## src/rtl/mfm_data_separator.sv

```systemverilog
// rtl/mfm_data_separator.sv - digital PLL and data separator for raw MFM read data
// Tracks edges with a proportionally corrected half-cell phase counter and splits clock/data bits.
module mfm_data_separator #(
  parameter int HALF_CELL   = 10,
  parameter int CNT_W       = 5,
  parameter int SYNC_STAGES = 2,
  parameter int GAIN_SHIFT  = 0,
  parameter int LOCK_TOL    = 2,
  parameter int LOCK_COUNT  = 16,
  parameter int MAX_IDLE    = 8
) (
  input  logic                    clk_50,
  input  logic                    rst_n,
  input  logic                    raw_mfm,
  input  logic                    slip,
  output logic                    dpll_clk,
  output logic                    window,
  output logic                    bit_valid,
  output logic                    bit_data,
  output logic                    clock_bit,
  output logic signed [CNT_W:0]   phase_err,
  output logic                    err_valid,
  output logic                    locked
);

  localparam int LC_W   = $clog2(LOCK_COUNT + 1);
  localparam int IDLE_W = $clog2(MAX_IDLE + 1);
  localparam logic [CNT_W-1:0]  CENTER   = CNT_W'(HALF_CELL / 2);
  localparam logic [CNT_W:0]    LAST_EXT = (CNT_W + 1)'(HALF_CELL - 1);
  localparam logic [CNT_W:0]    IN_TOL   = (CNT_W + 1)'(LOCK_TOL);
  localparam logic [LC_W-1:0]   LOCK_MAX = LC_W'(LOCK_COUNT);
  localparam logic [IDLE_W-1:0] IDLE_MAX = IDLE_W'(MAX_IDLE);

  logic [SYNC_STAGES-1:0] sync_q, sync_d;
  logic                   dly_q, dly_d;
  logic [CNT_W-1:0]       ph_q, ph_d;
  logic                   window_q, window_d;
  logic                   dpll_q, dpll_d;
  logic                   hit_q, hit_d;
  logic                   clk_hold_q, clk_hold_d;
  logic                   bit_valid_q, bit_valid_d;
  logic                   bit_data_q, bit_data_d;
  logic                   clock_bit_q, clock_bit_d;
  logic signed [CNT_W:0]  phase_err_q, phase_err_d;
  logic                   err_valid_q, err_valid_d;
  logic [LC_W-1:0]        lock_cnt_q, lock_cnt_d;
  logic [IDLE_W-1:0]      idle_q, idle_d;
  logic                   locked_q, locked_d;

  logic                   mfm_edge;
  logic signed [CNT_W:0]  err, err_shift, c_ext;
  logic [CNT_W:0]         err_abs;
  logic                   close, win_hit;

  always_comb begin
    sync_d      = {sync_q[SYNC_STAGES-2:0], raw_mfm};
    dly_d       = sync_q[SYNC_STAGES-1];
    mfm_edge    = sync_q[SYNC_STAGES-1] & ~dly_q;

    // Corrected phase c stays between ph and CENTER, so it never leaves the counter range
    err       = $signed({1'b0, ph_q}) - $signed({1'b0, CENTER});
    err_shift = err >>> GAIN_SHIFT;
    c_ext     = mfm_edge ? ($signed({1'b0, ph_q}) - err_shift) : $signed({1'b0, ph_q});
    err_abs   = err[CNT_W] ? $unsigned(-err) : $unsigned(err);
    close     = ($unsigned(c_ext) == LAST_EXT);
    win_hit   = hit_q | mfm_edge;

    ph_d        = close ? '0 : (c_ext[CNT_W-1:0] + CNT_W'(1));
    window_d    = window_q ^ close ^ slip;
    dpll_d      = dpll_q ^ close;
    hit_d       = close ? 1'b0 : win_hit;
    clk_hold_d  = (close & ~window_q) ? win_hit : clk_hold_q;
    bit_valid_d = close & window_q;
    bit_data_d  = (close & window_q) ? win_hit : bit_data_q;
    clock_bit_d = (close & window_q) ? clk_hold_q : clock_bit_q;
    phase_err_d = mfm_edge ? err : phase_err_q;
    err_valid_d = mfm_edge;

    lock_cnt_d  = lock_cnt_q;
    idle_d      = idle_q;
    locked_d    = locked_q;
    if (mfm_edge) begin
      idle_d = '0;
      if (err_abs <= IN_TOL) begin
        lock_cnt_d = (lock_cnt_q == LOCK_MAX) ? lock_cnt_q : (lock_cnt_q + LC_W'(1));
        locked_d   = locked_q | (lock_cnt_d == LOCK_MAX);
      end else begin
        lock_cnt_d = '0;
        locked_d   = 1'b0;
      end
    end else if (close && !hit_q) begin
      idle_d = (idle_q == IDLE_MAX) ? idle_q : (idle_q + IDLE_W'(1));
      if (idle_d == IDLE_MAX) begin
        lock_cnt_d = '0;
        locked_d   = 1'b0;
      end
    end
  end

  always_ff @(posedge clk_50) begin
    if (!rst_n) begin
      sync_q      <= '0;
      dly_q       <= 1'b0;
      ph_q        <= '0;
      window_q    <= 1'b0;
      dpll_q      <= 1'b1;
      hit_q       <= 1'b0;
      clk_hold_q  <= 1'b0;
      bit_valid_q <= 1'b0;
      bit_data_q  <= 1'b0;
      clock_bit_q <= 1'b0;
      phase_err_q <= '0;
      err_valid_q <= 1'b0;
      lock_cnt_q  <= '0;
      idle_q      <= '0;
      locked_q    <= 1'b0;
    end else begin
      sync_q      <= sync_d;
      dly_q       <= dly_d;
      ph_q        <= ph_d;
      window_q    <= window_d;
      dpll_q      <= dpll_d;
      hit_q       <= hit_d;
      clk_hold_q  <= clk_hold_d;
      bit_valid_q <= bit_valid_d;
      bit_data_q  <= bit_data_d;
      clock_bit_q <= clock_bit_d;
      phase_err_q <= phase_err_d;
      err_valid_q <= err_valid_d;
      lock_cnt_q  <= lock_cnt_d;
      idle_q      <= idle_d;
      locked_q    <= locked_d;
    end
  end

  assign dpll_clk  = dpll_q;
  assign window    = window_q;
  assign bit_valid = bit_valid_q;
  assign bit_data  = bit_data_q;
  assign clock_bit = clock_bit_q;
  assign phase_err = phase_err_q;
  assign err_valid = err_valid_q;
  assign locked    = locked_q;

endmodule

```

## config.mk

```make
export PLATFORM = sky130hd
export DESIGN_NAME = mfm_data_separator
export DESIGN_NICKNAME = d
export VERILOG_FILES = /design/src/rtl/mfm_data_separator.sv
export SDC_FILE = /design/constraint.sdc
export NUM_CORES = 1
export LEC_CHECK = 0
export ABC_AREA = 1
export CAP_MARGIN = 20
export CELL_PAD_IN_SITES_DETAIL_PLACEMENT = 1
export CELL_PAD_IN_SITES_GLOBAL_PLACEMENT = 1
export CORE_ASPECT_RATIO = 1.5
export CORE_UTILIZATION = 47
export CTS_BUF_LIST = sky130_fd_sc_hd__clkbuf_8
export CTS_CLUSTER_SIZE = 20
export DETAILED_ROUTE_END_ITERATION = 8
export PLACE_DENSITY_LB_ADDON = 0.08
export REMOVE_ABC_BUFFERS = 1
export SLEW_MARGIN = 15
export SYNTH_ARGS = -nofsm -noshare
export SYNTH_HDL_FRONTEND = slang
export SYNTH_SLANG_ARGS = --single-unit
```

## constraint.sdc

```tcl
create_clock -name clk_50 -period 7.46 [get_ports clk_50]
set_clock_uncertainty 0.2 [all_clocks]
set_input_delay 1.119 -clock clk_50 [delete_from_list [all_inputs] [get_ports clk_50]]
set_output_delay 1.119 -clock clk_50 [all_outputs]
set_load 0.05 [all_outputs]
```

[Word level (Yosys, flattened, before mapping)]
Cells that the tools add are included.
Operators by class
  $add $sub $neg: 6
  order comparisons: 1
  equality and inequality tests: 5
  muxes and demuxes: 12
  bitwise logic cells: 11
  reductions and logical operators: 7
Operator list (number)
  5-bit 2-to-1 mux: 5
  6-bit 2-to-1 mux: 2
  5-bit by 1-bit adder with 5-bit output, second input constant: 2
  5-bit == test, second input constant: 2
  4-bit == test, second input constant: 2
  6-bit by 4-bit == test with 1-bit output, second input constant: 1
  6-bit by 2-bit <= comparator with 1-bit output, second input constant: 1
  6-bit negation: 1
  5-bit by 3-bit subtractor with 6-bit output, second input constant: 1
  6-bit subtractor: 1
  4-bit by 1-bit adder with 4-bit output, second input constant: 1
  1-bit 2-to-1 mux: 4
  4-bit 2-to-1 mux: 1
  2-bit nonzero test: 2
  2-bit OR reduction: 2
  1-bit bitwise AND: 3
  1-bit NOT: 3
  1-bit bitwise XOR: 3
  1-bit bitwise OR: 2
  2-bit AND reduction: 1
  1-bit logical AND: 1
  1-bit logical NOT: 1
Word-level totals
  register bits: 32
  output and inout bits: 13
  word-level logic and storage cells: 57

[Depth between registers and ports, before layout]
Gate-level depths: netlist (run 1).
  depth in word-level cells: 7
  gate-level depth with buffers: 17

[Least setup slack after synthesis (run 1)]
No wires, ideal clock.
  kind: flip-flop to flip-flop
  from: reg ph_q[0]
  to: reg window_q, in the netlist window
  library setup time: 0.116 ns
  arrival time: 2.368 ns
  path slack: 4.776 ns
  stages on the path, launching flop included: 17
  clock period less this slack: 2.684 ns
  cells stage by stage: dfxtp_1 -> inv_2 -> ha_1 -> xor2_1 -> nand2_1 -> xor2_1 -> inv_1 -> ha_1 -> inv_1 -> nor2_1 -> nand2_2 -> nor2_4 -> nand2_4 -> inv_1 -> ha_1 -> xor2_1 -> nor2_1
Between the ends
  longest elaborated chain between the ends: 6
RTL lines
  from (decl): RTL line 36  | logic [CNT_W-1:0] ph_q, ph_d;
  from (signal assigned): RTL line 120  | ph_q <= ph_d;
  5-bit by 3-bit subtractor with 6-bit output: RTL line 61  | err = $signed({1'b0, ph_q}) - $signed({1'b0, CENTER});
  named net err[0]: RTL line 51  | logic signed [CNT_W:0] err, err_shift, c_ext;
  6-bit subtractor: RTL line 63  | c_ext = mfm_edge ? ($signed({1'b0, ph_q}) - err_shift) : $signed({1'b0, ph_q});
  6-bit 2-to-1 mux: RTL line 63
  6-bit by 4-bit == test with 1-bit output: RTL line 65  | close = ($unsigned(c_ext) == LAST_EXT);
  1-bit bitwise XOR (2 in series): RTL line 69  | window_d = window_q ^ close ^ slip;
  to (signal assigned): RTL line 121  | window_q <= window_d;
  to (decl): RTL line 37  | logic window_q, window_d;
The timed path passes the listed nets, and every way through them passes these cells.
A chain may end at the register's enable or synchronous reset.

[Final worst setup path (run 1)]
  from: reg ph_q[0]
  to: reg bit_data_q, in the netlist bit_data
Between the ends
  longest elaborated chain between the ends: 5
RTL lines
  5-bit by 3-bit subtractor with 6-bit output: RTL line 61
  named net err[0]: RTL line 51
  6-bit subtractor: RTL line 63
  6-bit 2-to-1 mux: RTL line 63
  6-bit by 4-bit == test with 1-bit output: RTL line 65
  1-bit bitwise AND
  named net bit_valid_d: RTL line 41  | logic bit_valid_q, bit_valid_d;
  to (signal assigned): RTL line 126  | bit_data_q <= bit_data_d;
  to (decl): RTL line 42  | logic bit_data_q, bit_data_d;
The timed path passes the listed nets, and every way through them passes these cells.

==> impl_metrics.ini, run 1 <==
[synth]
yosys.area.top_type = dfxtp_1
netlist.area_leader.share_pct = 35.1
yosysSeqAreaShare_pct = 35.1
syn_area_mm2 = 0.00182
synth_cell_types = 33
syn_inst = 239
synth_edf_count = 0
yosys_most_used_dff = dfxtp_1
ys_ff_latch = 32
synth.avg_cell_area_um2 = 7.63
async_reset_ff_share_pct = 0
ys_top_cells_by_area = dfxtp_1 (35%), ha_1 (10%), nand2_1 (8.0%), nand3_1 (6.6%), xor2_1 (6.2%)
ys_warn_count = 0

[sta]
slew_viol_final = 0
tns_ps = 0
tightest_slew_ps = 653
fin_ws_ps = 4410
rsz0062_at_grt = false
period_share_pct = 40.9
hold_viol_final = 0
period_minus_slack_ps = 3050
relSlewSlack_pct = 56.3
setup_viol = 0
max_freq_mhz = 328

[power]
peakVddDrop_mv = 0.166
powerDensity_mw_per_mm2 = 220
leakagePower_nw = 0.919

[placement]
pre_cts_ws_ps = 4230
gp_congestion = 0.736
place.port_buffers = 16
dp_hpwl_mm = 3.46

[global_route]
globalRouteOverflowTotal = 0
antenna_found_initial = 0
grt_pass1_vias = 1671
grtUsageTotal_pct = 23.7
grt_pass1_wl_mm = 7.35
grt_max_degree = 12

[floorplan]
num_rows = 27
die_w_um = 52.9
core_area_mm2 = 0.00368
die_area_mm2 = 0.00414
pin_count = 17
die_h_um = 78.3
start_util_pct = 49.5

[drt]
ant_nets = 0
drt-pass1-iter-count = 4
vias = 1586
routed_wl_mm = 4.27
drt_iter0_drc = 16
drt_drc_violations_left = 0
routedWlPerCell_um = 14.1
avgViaCountPerCell = 5.23

[clock_tree]
clockBufferDepth = 2
post-cts-setup-buffers = 0
clock_latency_ps = 280
cts_buffers = 5
cts_num_sinks = 32
cts-root-buf = clkbuf_8
tritoncts = yes
clkTransAtPathRegs_ps = 60
htreeDepth = 2
holdBufCountCts = 0
post_cts_resized = 0

[run]
cap_violations = 0

[setup_path]
required_ps = 7430
r2r_slack_ps = 4410
r2r_cells = 17
start_kind = flip-flop
endpoint_kind = flip-flop
crit_path_max_fanout = 6
cp_cell_sequence = inv_2, nand2_1, nand2_1, ha_1, xnor2_1, nand2_1, nand2_1, nand2_1, nand3_1, nand2_1, nor2_4, nand2_4, inv_1, ha_1, nand2_1, o211ai_1, inv_1
crit_slowest_cell = dfxtp_1
cpMostUsedCell = nand2_1
path_class = flip-flop to flip-flop
cpPeakStageDelay_ps = 470
arrival_ps = 3020

[worst_hold_path]
min_path_cells = 2
min_path_type = flip-flop to flip-flop

[outcome]
outcome = complete, no violations

[finish]
nets = 279
drive_above_1_share_pct = 9.23
syn2layout_area_growth_pct = 15.1
fill_cells = 485
diodes = 0
[layout by cell type, fill, tap and decap left out, types with 4 or more instances in the layout]
master	n
nand2_1	39
dfxtp_1	32
inv_1	31
nor2_1	25
nand3_1	24
clkdlybuf4s50_1	16
ha_1	15
xor2_1	13
o21ai_0	8
a21oi_1	7
inv_2	6
o21ai_1	6
clkbuf_8	5
nand2_2	4
o211ai_1	4
or2_0	4
[state kept, by name (all words and copies together) (netlist names)]
name / count
dly_q: 1
bit_valid: 1
phase_err: 6
idle_q: 4
window: 1
bit_data: 1
err_valid: 1
sync_q: 2
locked: 1
clock_bit: 1
ph_q: 5
clk_hold_q: 1
hit_q: 1
dpll_clk: 1
lock_cnt_q: 5
[logic make-up (layout without fill, tap and decap cells)]
logic type	count (synthesis)	count (layout)	synth area share, %
flip-flops	32	32	35.1
AO/OA/AOI/OAI	30	30	10.2
adder cells (fa/ha/maj)	15	15	10.3
XOR/XNOR	14	14	6.72
AND/OR/NAND/NOR	108	108	29.0
buffers and inverters	40	61	8.71
[final timing paths]
path	from	to
max	ph_q[0]	bit_data
min	sync_q[0]	sync_q[1]
max reg2reg	ph_q[0]	bit_data
min reg2reg	sync_q[0]	sync_q[1]
[stage by stage]
stage | cells | cell area [um2] | power [mW] | hold slack (ps) | util (%)
finish | 303 | 2100 | 0.462 | 223 | 57.0
detailed placement | 296 | 2020 | 0.346 | 204 | 54.9
global route | 303 | 2100 | 0.491 | 264 | 57.0
floorplan | 237 | 1810 | 0.305 | 190 | -
CTS | 303 | 2100 | 0.467 | 225 | 57.0
global placement | 296 | 2020 | 0.340 | 193 | 54.9
[synth_stat cells, types with 6 or more instances]
master / n
nand3_1: 24
inv_1: 30
dfxtp_1: 32
inv_2: 6
xor2_1: 13
nand2_1: 39
o21ai_1: 6
ha_1: 15
a21oi_1: 7
nor2_1: 25
o21ai_0: 8
[per-layer routing]
layer	track usage [%]	routed length, um	vias to the layer above
met2	41.8	2230	8
met4	6.05	39	0
met5	0	0	-
met1	28.8	1930	772
li1	-	-	801
met3	4.07	59	5
[final cells by class]
type / instances / area (um2) / share of cell area, %
Inverter: 38 / 143 / 6.79
Multi-Input combinational cell: 167 / 1020 / 48.8
Sequential cell: 32 / 641 / 30.5
Tap cell: 43 / 53.8 / 2.56
Clock inverter: 2 / 8.76 / 0.417
Timing Repair Buffer: 16 / 160 / 7.63
Clock buffer: 5 / 68.8 / 3.28
[power breakdown]
| part | switching (mW) | internal [mW] |
|---|---|---|
| sequential | 0.0124 | 0.182 |
| combinational | 0.0980 | 0.0499 |
| clock | 0.0579 | 0.0619 |
| total | 0.168 | 0.294 |
[critical path, delay by kind of cell, from the launching register on]
| family | cells | cell delay (ps) |
|---|---|---|
| and+or+nand+nor | 10 | 960 |
| DFF | 1 | 470 |
| AOI/OAI and AO/OA | 1 | 90 |
| buffers and inverters | 3 | 260 |
| xor gates and xnor gates | 1 | 310 |
| adders and majority gates | 2 | 640 |
(Power assumes the default switching activity.)
==> run 2, diff against run 1 <==
--- a/config.mk
+++ b/config.mk
@@ -10,7 +10,7 @@
 export CELL_PAD_IN_SITES_DETAIL_PLACEMENT = 1
 export CELL_PAD_IN_SITES_GLOBAL_PLACEMENT = 1
 export CORE_ASPECT_RATIO = 1.5
-export CORE_UTILIZATION = 47
+export CORE_UTILIZATION = 39
 export CTS_BUF_LIST = sky130_fd_sc_hd__clkbuf_8
 export CTS_CLUSTER_SIZE = 20
 export DETAILED_ROUTE_END_ITERATION = 8
==> constraint.sdc (replaced) <==
create_clock -name clk_50 -period 2.5 [get_ports clk_50]
set_clock_uncertainty 0.2 [all_clocks]
set_input_delay 0.375 -clock clk_50 [delete_from_list [all_inputs] [get_ports clk_50]]
set_output_delay 0.375 -clock clk_50 [all_outputs]
set_load 0.05 [all_outputs]
==> run 2 against run 1 <==
Effect of this change:
- combinational power grew to 4.5 times the previous value
- worst setup slack worse by 4400 ps
- utilization is 1.5 points lower
- critical path depth is 1 lower
- maximum frequency is 23% higher
- via count is 7.9% higher
- total power grew to 3.5 times the previous value
- worst hold slack worse by 6.4 ps
- die area is 20% higher
- clock power grew to 3.1 times the previous value
- routed wire length is 15% higher
- register-to-register slack worse by 4400 ps
- largest cell class unchanged
- highest routed layer unchanged
==> impl_metrics.ini, run 2 (synthesis results as in run 1) <==
[outcome]
outcome = complete, no violations

[placement]
place.port_buffers = 16
place_area_mm2 = 0.00224
pre_cts_ws_ps = -147
gp_congestion = 0.753
dp_hpwl_mm = 3.60
placed_cells = 328

[drt]
drt_iter0_drc = 34
routed_wl_mm = 4.90
ant_nets = 0
drt-pass1-iter-count = 4
vias = 1712
routedWlPerCell_um = 14.5
drt_drc_violations_left = 0
avgViaCountPerCell = 5.08

[setup_path]
reg2reg_from = ph_q[1]
start_kind = flip-flop
cp_top_family = simple AND/OR/NAND/NOR gates
r2r_cells = 16
cpPeakStageDelay_ps = 360
crit_path_max_fanout = 4
r2r_end = window
required_ps = 2490
path_class = flip-flop to flip-flop
r2r_slack_ps = 20
cp_cell_sequence = inv_4, nand2_2, nand2_2, ha_4, buf_4, xor2_1, nand3_1, nand3_1, nand2_2, nand2_2, nor2_4, nand2_4, inv_4, ha_4, xor2_2, nor2_1
endpoint_kind = flip-flop
critPathBufInv = 3
cpMostUsedCell = nand2_2
crit_slowest_cell = dfxtp_2
arrival_ps = 2470

[sta]
rsz0062_at_grt = true
tightest_slew_ps = 512
slew_viol_final = 0
setup_viol = 0
hold_viol_final = 0
period_share_pct = 99.4
fin_ws_ps = 15.1
max_freq_mhz = 402
period_minus_slack_ps = 2480
tns_ps = 0
relSlewSlack_pct = 65.8

[finish]
largest_reg_flops = 6
layout_common_cells = nand2_1 (35), dfxtp_1 (30), inv_1 (28), buf_4 (28), nand3_1 (22)
diodes = 0
syn2layout_area_growth_pct = 37.0
drive_above_1_share_pct = 27.0
fin_util_pct = 55.5
nets = 308
fill_cells = 577
fin_cells = 337
finish.instance_area_mm2 = 0.00250
layout_commonest_cell = nand2_1

[clock_tree]
clockBufferDepth = 2
cts-root-buf = clkbuf_8
holdBufCountCts = 0
clock_latency_ps = 290
cts_num_sinks = 32
tritoncts = yes
cts_buffers = 5
htreeDepth = 2
clkTransAtPathRegs_ps = 60

[worst_hold_path]
hold_end = sync_q[1]
min_path_type = flip-flop to flip-flop
min_path_cells = 2
hp-start = sync_q[0]

[global_route]
grt_pass1_vias = 1818
globalRouteOverflowTotal = 0
grtUsageTotal_pct = 21.5
grt_max_degree = 11
grt_pass1_wl_mm = 8.02
antenna_found_initial = 0

[floorplan]
num_rows = 30
pin_count = 17
start_util_pct = 40.5
core_area_mm2 = 0.00450
die_h_um = 85.8
die_area_mm2 = 0.00496
die_w_um = 57.8

[power]
leakagePower_nw = 1.08
peakVddDrop_mv = 0.363
powerDensity_mw_per_mm2 = 645

[run]
cap_violations = 0
[run 2: cell count changes in the layout (fill, tap and decap cells not counted), moves of 3 or more]
| cell | change |
|---|---|
| ha_4 | +4 |
| ha_1 | -5 |
| nand2_1 | -4 |
| inv_1 | -3 |
| inv_4 | +3 |
| buf_4 | +28 |
| nand2_2 | +3 |
| nor2_1 | -6 |
| nor2_2 | +4 |
[run 2: area by class of cell]
cell class	instances	area [um2]	share of cell area (%)
clock buffers	5	68.8	2.75
clock inverters	2	8.76	0.350
inverters	38	150	6.01
multi-input cells	167	1180	47.1
flip-flops and latches	32	643	25.7
well taps	48	60.1	2.40
repair buffers	45	390	15.6
[run 2: layer usage]
layer  global-route usage [%]  wire length (um)  up-vias  share of wire [%]
li1                         -                 -      860                  -
met1                     20.7              1930      821                 39
met2                     39.9              2680       18                 55
met3                     5.73               108       13                2.2
met4                     12.3               179        0                3.7
met5                        0                 0        -                  0
[run 2: how the worst max path moves through the flow]
stage	start	to	slack, ps	cells past startpoint
floorplan	ph_q[0]	window	-180	16
global placement	ph_q[1]	window	-60	16
detailed placement	ph_q[1]	window	-150	16
CTS	ph_q[1]	window	5	16
global route	ph_q[1]	window	-110	16
finish	ph_q[1]	window	20	16
[run 2: report_power, final]
part	internal, mW	total (mW)	switching [mW]
clock network	0.185	0.374	0.189
logic	0.296	0.667	0.371
registers	0.544	0.572	0.0281
[run 2: tightest hold or removal path, cell delays in order (launching register included)]
cell and delay (ps):
dfxtp_1 310, nand2_1 50, inv_1 40
[run 2: timing repair]
| action | CTS | global route |
|---|---|---|
| cloned | 0 | 0 |
| gates resized for setup | 9 | 26 |
| setup endpoints to repair | 15 | 22 |
| setup buffers | 0 | 2 |
| pin swaps | 3 | 7 |
[run 2: stage by stage]
step | total power [mW] | hold WS, ps
after CTS | 1.57 | 220
after global placement | 1.14 | 196
after floorplan | 0.911 | 190
final | 1.61 | 216
after detailed placement | 1.15 | 203
after global routing | 1.72 | 239
